`src/rtl/cpu_pkg.sv`:
```
// Shared CPU definitions: opcodes, instruction field positions and the
// decoded-instruction class used by the issue logic and Control.
package cpu_pkg;

    localparam int unsigned REG_W    = 5;
    localparam int unsigned NUM_REGS = 32;

    localparam int unsigned OP_MSB    = 31;
    localparam int unsigned OP_LSB    = 26;
    localparam int unsigned RS_MSB    = 25;
    localparam int unsigned RS_LSB    = 21;
    localparam int unsigned RT_MSB    = 20;
    localparam int unsigned RT_LSB    = 16;
    localparam int unsigned RD_MSB    = 15;
    localparam int unsigned RD_LSB    = 11;
    localparam int unsigned FUNCT_MSB = 10;
    localparam int unsigned FUNCT_LSB = 0;

    localparam logic [5:0]  OP_NOP    = 6'd0;
    localparam logic [5:0]  OP_RTYPE  = 6'd2;
    localparam logic [5:0]  OP_LW     = 6'd3;
    localparam logic [5:0]  OP_SW     = 6'd4;
    localparam logic [10:0] FUNCT_MUL = 11'h2B2;

    typedef enum logic [2:0] {
        CLS_NOP,
        CLS_ALU,
        CLS_MUL,
        CLS_LW,
        CLS_SW,
        CLS_ILLEGAL
    } instr_class_e;

    typedef struct packed {
        instr_class_e     cls;
        logic             use_rs;
        logic             use_rt;
        logic             has_dest;
        logic [REG_W-1:0] rs;
        logic [REG_W-1:0] rt;
        logic [REG_W-1:0] dest;
    } decoded_t;

    // Register usage of one instruction; undefined opcodes behave as nops.
    function automatic decoded_t decode_instr(input logic [31:0] instr);
        decoded_t    d;
        logic [5:0]  op;
        logic [10:0] funct;
        op         = instr[OP_MSB:OP_LSB];
        funct      = instr[FUNCT_MSB:FUNCT_LSB];
        d.cls      = CLS_ILLEGAL;
        d.use_rs   = 1'b0;
        d.use_rt   = 1'b0;
        d.has_dest = 1'b0;
        d.rs       = instr[RS_MSB:RS_LSB];
        d.rt       = instr[RT_MSB:RT_LSB];
        d.dest     = instr[RD_MSB:RD_LSB];
        case (op)
            OP_NOP: d.cls = CLS_NOP;
            OP_RTYPE: begin
                d.cls      = (funct == FUNCT_MUL) ? CLS_MUL : CLS_ALU;
                d.use_rs   = 1'b1;
                d.use_rt   = 1'b1;
                d.has_dest = 1'b1;
            end
            OP_LW: begin
                d.cls      = CLS_LW;
                d.use_rs   = 1'b1;
                d.has_dest = 1'b1;
                d.dest     = instr[RT_MSB:RT_LSB];
            end
            OP_SW: begin
                d.cls    = CLS_SW;
                d.use_rs = 1'b1;
                d.use_rt = 1'b1;
            end
            default: d.cls = CLS_ILLEGAL;
        endcase
        return d;
    endfunction

endpackage

```
`src/rtl/reg_scoreboard.sv`:
```
// Per-register wait counters: three combinational read ports, one set port,
// and a global decrement of every nonzero counter each cycle.
module reg_scoreboard
    import cpu_pkg::*;
#(
    parameter int unsigned CNT_W = 2
) (
    input  logic             clk,
    input  logic             rst,
    input  logic [REG_W-1:0] rs_addr,
    input  logic [REG_W-1:0] rt_addr,
    input  logic [REG_W-1:0] dest_addr,
    output logic [CNT_W-1:0] rs_cnt,
    output logic [CNT_W-1:0] rt_cnt,
    output logic [CNT_W-1:0] dest_cnt,
    input  logic             set_en,
    input  logic [REG_W-1:0] set_addr,
    input  logic [CNT_W-1:0] set_val
);

    logic [CNT_W-1:0] cnt_q [NUM_REGS];
    logic [CNT_W-1:0] cnt_d [NUM_REGS];

    assign rs_cnt   = cnt_q[rs_addr];
    assign rt_cnt   = cnt_q[rt_addr];
    assign dest_cnt = cnt_q[dest_addr];

    // A new producer's latency overrides the decrement of its destination.
    always_comb begin
        for (int unsigned i = 0; i < NUM_REGS; i++) begin
            cnt_d[i] = (cnt_q[i] != '0) ? cnt_q[i] - CNT_W'(1) : cnt_q[i];
        end
        if (set_en) begin
            cnt_d[set_addr] = set_val;
        end
    end

    always_ff @(posedge clk) begin
        if (rst) begin
            for (int unsigned i = 0; i < NUM_REGS; i++) begin
                cnt_q[i] <= '0;
            end
        end else begin
            cnt_q <= cnt_d;
        end
    end

endmodule

```
`src/rtl/hazard_scheduler.sv`:
```
// ID->EX issue controller: stalls on RAW, WAW and multiplier-busy hazards
// using a register-availability scoreboard; counts stall cycles.
module hazard_scheduler
    import cpu_pkg::*;
#(
    parameter int unsigned ALU_LAT  = 1,
    parameter int unsigned LOAD_LAT = 2,
    parameter int unsigned MUL_LAT  = 3,
    parameter int unsigned CNT_W    = 2
) (
    input  logic        clk,
    input  logic        rst,
    input  logic [31:0] instr,
    input  logic        id_valid,
    input  logic        flush,
    output logic        issue,
    output logic        stall,
    output logic        illegal,
    output logic [15:0] stall_cnt
);

    localparam logic [CNT_W-1:0] ALU_WAIT  = CNT_W'(ALU_LAT - 1);
    localparam logic [CNT_W-1:0] LOAD_WAIT = CNT_W'(LOAD_LAT - 1);
    localparam logic [CNT_W-1:0] MUL_WAIT  = CNT_W'(MUL_LAT - 1);

    decoded_t         dec;
    logic [CNT_W-1:0] rs_cnt;
    logic [CNT_W-1:0] rt_cnt;
    logic [CNT_W-1:0] dest_cnt;
    logic [CNT_W-1:0] own_wait;
    logic             is_mul;
    logic             ok;
    logic             active;
    logic             set_en;

    logic [CNT_W-1:0] mul_busy_q;
    logic [CNT_W-1:0] mul_busy_d;
    logic [15:0]      stall_cnt_q;
    logic [15:0]      stall_cnt_d;

    assign dec = decode_instr(instr);

    reg_scoreboard #(.CNT_W(CNT_W)) u_scoreboard (
        .clk       (clk),
        .rst       (rst),
        .rs_addr   (dec.rs),
        .rt_addr   (dec.rt),
        .dest_addr (dec.dest),
        .rs_cnt    (rs_cnt),
        .rt_cnt    (rt_cnt),
        .dest_cnt  (dest_cnt),
        .set_en    (set_en),
        .set_addr  (dec.dest),
        .set_val   (own_wait)
    );

    // Issue decision and next state; WAW allows a pending write that lands no later than ours.
    always_comb begin
        own_wait    = '0;
        is_mul      = 1'b0;
        ok          = 1'b1;
        active      = 1'b0;
        issue       = 1'b0;
        stall       = 1'b0;
        illegal     = 1'b0;
        set_en      = 1'b0;
        mul_busy_d  = (mul_busy_q != '0) ? mul_busy_q - CNT_W'(1) : mul_busy_q;
        stall_cnt_d = stall_cnt_q;

        case (dec.cls)
            CLS_ALU: own_wait = ALU_WAIT;
            CLS_LW:  own_wait = LOAD_WAIT;
            CLS_MUL: begin
                own_wait = MUL_WAIT;
                is_mul   = 1'b1;
            end
            default: own_wait = '0;
        endcase

        if (dec.use_rs && rs_cnt != '0)                 ok = 1'b0;
        if (dec.use_rt && rt_cnt != '0)                 ok = 1'b0;
        if (dec.has_dest && dest_cnt > own_wait)        ok = 1'b0;
        if (is_mul && mul_busy_q != '0)                 ok = 1'b0;

        active  = id_valid && !flush && !rst;
        issue   = active && ok;
        stall   = active && !ok;
        illegal = id_valid && !rst && (dec.cls == CLS_ILLEGAL);
        set_en  = issue && dec.has_dest;

        if (issue && is_mul) begin
            mul_busy_d = MUL_WAIT;
        end
        if (stall && stall_cnt_q != 16'hFFFF) begin
            stall_cnt_d = stall_cnt_q + 16'd1;
        end
    end

    always_ff @(posedge clk) begin
        if (rst) begin
            mul_busy_q  <= '0;
            stall_cnt_q <= '0;
        end else begin
            mul_busy_q  <= mul_busy_d;
            stall_cnt_q <= stall_cnt_d;
        end
    end

    assign stall_cnt = stall_cnt_q;

endmodule

```
`config.mk`:
```
export PLATFORM = sky130hd
export DESIGN_NAME = hazard_scheduler
export DESIGN_NICKNAME = d
export VERILOG_FILES = /design/src/rtl/cpu_pkg.sv /design/src/rtl/reg_scoreboard.sv /design/src/rtl/hazard_scheduler.sv
export SDC_FILE = /design/constraint.sdc
export NUM_CORES = 1
export LEC_CHECK = 0
export CAP_MARGIN = 20
export CELL_PAD_IN_SITES_DETAIL_PLACEMENT = 0
export CELL_PAD_IN_SITES_GLOBAL_PLACEMENT = 1
export CORE_MARGIN = 3
export CORE_UTILIZATION = 39
export DETAILED_ROUTE_END_ITERATION = 16
export GPL_TIMING_DRIVEN = 1
export PLACE_DENSITY = 0.82
export SLEW_MARGIN = 5
export SYNTH_ARGS = -nofsm -noshare
export SYNTH_HDL_FRONTEND = slang
export SYNTH_HIERARCHICAL = 1
export SYNTH_SLANG_ARGS = --single-unit
```
`constraint.sdc`:
```
create_clock -name clk -period 5.19 [get_ports clk]
set_input_delay 1.038 -clock clk [delete_from_list [all_inputs] [get_ports clk]]
set_output_delay 1.038 -clock clk [all_outputs]
set_load 0.005 [all_outputs]
```
==> results by group <==
Synthesis
  – Ys Warns: 6
  – Synthesized flop and latch total: 82
  – Syn avg cell area: 8.02 um2
  – Syn nets: 746
  – Sequential element share of the synthesized area: 29.0%
  – Area leader, netlist: dfxtp_1
  – Largest cells by area after synthesis: dfxtp_1 29%, mux2i_1 17%, a21oi_1 6.6%
  – Synth async-reset ratio: 0%
  – Ys flop type: dfxtp_1
  – Yosys top cell area share: 29.0%
  – Post-Syn Area: 0.00567 mm2
  – Syn Inst Count: 707
  – Netlist cell types: 54
  – Post-synth EDFFs: 0

Clocking
  – Clk sink count: 82
  – Clock Path Buffers: 2
  – CTS tree: done
  – Worst-Skew Late Latency: 0.35 ns
  – Root Driver: clkbuf_16
  – Hold buffers post-CTS: 0
  – Reg clk slew, reported paths: 0.06 ns
  – H-tree levels: 3
  – CTS buffer count: 9

Pwr
  – Sequential share of power: 43.0%
  – PwrDens: 204 mW/mm2
  – Comb power frac: 14.8%
  – Clock share of power: 42.1%
  – Peak VDD IR: 0.153 mV
  – Leakage dissipation: 2.77 nW
  – Switching Share: 25.1%
  – Internal: 0.00110 W
  – Net Sw Power: 0.000367 W

Placed design
  – Gpl congestion: 0.978
  – Pre-CTS setup slack: -0.676 ns
  – Placed Cells: 966
  – PortBufs: 54
  – DPL Wire Length: 13200 um

Timing
  – Max Freq: 0.194 GHz
  – Worst Tran Pin Value: 0.847 ns
  – Hold Vio Cnt, Final: 0
  – Max-slew violations: 0
  – Relative slew slack: 43.5%
  – RSZ-0062 raised after global routing: yes
  – Crit share post-route: 99.1%
  – Worst Skew: 0.00541 ns
  – Final setup margin: 0.0444 ns
  – Final min period: 5.15 ns
  – Setup-failing EPs final: 0

Detailed routing
  – Initial DRC count: 629
  – Post-route antenna net violation count: 0
  – DR vias/cell: 5.87
  – Routed via count: 5814
  – # DRC: 0
  – Routed WL per cell: 18.2 um
  – DRT Pass-1 Iters: 5
  – Total length of routed wires: 18000 um

Critical path
  – CP endpoint kind: output port
  – Worst Path Arrival: 4.11 ns
  – Worst Path Max Fanout: 5
  – Setup CP Type: in2out
  – Worst Path Required: 4.15 ns
  – Startpoint Class: input port

Floorplanning
  – Die Area: 0.0160 mm2
  – Starting Density: 40.4%
  – Cell Rows: 43
  – Die Y: 127 um
  – I/O Pins: 55
  – Core Box Area: 0.0140 mm2
  – Die width: 127 um

Finish
  – Ant diodes: 0
  – Area growth syn-to-layout: 26.5%
  – Commonest non-fill, non-tap cell in the layout: mux2i_1
  – Fin nets: 846
  – Fin cells: 990
  – Share of cells above drive strength 1: 16.0%
  – Most frequent cells in the layout: 96 x mux2i_1, 82 x dfxtp_1, 77 x nor2_1, 75 x a21oi_1, 75 x buf_4

GRT
  – Grt ovf: 0
  – Tot GR Track Use: 22.6%
  – Initial antenna violation count: 0
  – Largest net degree at the start of global routing: 85
  – First-pass GRT wire length: 29300 um
  – Vias in the first global route: 5802

Status
  – Outcome: finished, final reports clean

Min path
  – Min-Delay Path Class: reg2reg

Flow run
  – Total of max-cap violations: 0
==> per-layer routing <==
layer	track usage [%]	part of all wire (%)	up-vias	wire length, um
met5	0	0	-	0
met4	8.90	3.5	0	637
met3	5.47	6.6	52	1190
met2	37.6	47	223	8420
met1	28.1	43	2732	7770
li1	-	-	2807	-
==> final cells by class <==
| class | count | area [um2] |
|---|---|---|
| Multi-Input combinational cell | 574 | 3820 |
| Sequential cell | 82 | 1640 |
| Timing Repair Buffer | 135 | 1190 |
| Fill cell | 1311 | 6870 |
| Clock buffer | 10 | 229 |
| Inverter | 5 | 21.3 |
| Clock inverter | 4 | 45.0 |
| Tap cell | 180 | 225 |
==> critical path: stages <==
cell and delay [ns]:
buf_6 0.09, nor3_4 0.23, nand3_4 0.14, inv_4 0.10, nand2_4 0.06, nand2_4 0.08, buf_12 0.13, mux2i_2 0.21
a22oi_1 0.11, and4b_1 0.20, a31oi_1 0.22, o311ai_2 0.16, ha_1 0.33, nor2b_1 0.13, o211ai_1 0.21, buf_4 0.17
a31oi_4 0.09, or2_4 0.28, buf_6 0.11
==> final timing paths <==
kind,from,end,slack [ns],depth (start not counted)
max,instr[29],stall,0.04,19
min,mul_busy_q[0],mul_busy_q[0],0.47,1
max reg2reg,u_scoreboard/cnt_q[47],u_scoreboard/cnt_q[22],1.53,19
min reg2reg,mul_busy_q[0],mul_busy_q[0],0.47,1
==> power groups by stage <==
stage	clock network, W	logic (W)	registers (W)
after floorplan	0	0.000120	0.000643
after global placement	0	0.000194	0.000643
after detailed placement	0	0.000198	0.000643
after CTS	0.000630	0.000208	0.000629
after global routing	0.000657	0.000230	0.000629
final	0.000616	0.000217	0.000630
==> sequential cells by signal, indices dropped and copies added (netlist names) <==
name and cells:
u_scoreboard/cnt_q 64, stall_cnt 16, mul_busy_q 2
==> through the flow <==
stage	utilization [%]	power [W]	hold slack [ns]	setup TNS [ns]	instance area, um2
global placement	47.9	0.000838	0.444	-12.11	6720
global route	51.1	0.00152	0.498	-0.0464	7170
finish	51.1	0.00146	0.472	0	7170
floorplan	-	0.000763	0.432	0	5670
detailed placement	47.9	0.000841	0.464	-16.45	6720
CTS	50.8	0.00147	0.471	0	7140
==> cells in the mapped netlist, types with 3 or more instances <==
master	number
buf_6	9
buf_12	3
and3_1	5
buf_2	8
and2_1	3
dfxtp_1	82
or4_1	3
nand3b_1	21
o211ai_1	4
or3_1	4
nand2_1	71
nand4b_1	6
nor2b_1	8
and4b_1	6
mux2i_1	97
nor2_4	4
o2111ai_1	3
xor2_1	8
a21oi_1	75
clkbuf_1	22
o21ai_0	6
o311ai_1	6
inv_1	5
nor2_1	78
nor3_1	4
a22oi_1	42
clkbuf_2	3
nand3_1	59
nor3b_1	23
ha_1	3
a31oi_1	7
==> cell families after synthesis <==
logic type | Yosys count | synth area share, %
AND/OR/NAND/NOR | 309 | 28.8
AO/OA/AOI/OAI | 156 | 17.3
multiplexers | 97 | 17.1
flip-flops | 82 | 29.0
buffers and inverters | 51 | 5.74
XOR/XNOR | 9 | 1.39
adder cells (fa/ha/maj) | 3 | 0.662
==> repair_timing <==
action	CTS	global route
endpoints found under the setup margin	9	7
resized for setup	26	26
pin swaps	11	13
buffers inserted	10	0
(Power assumes the default switching activity.)
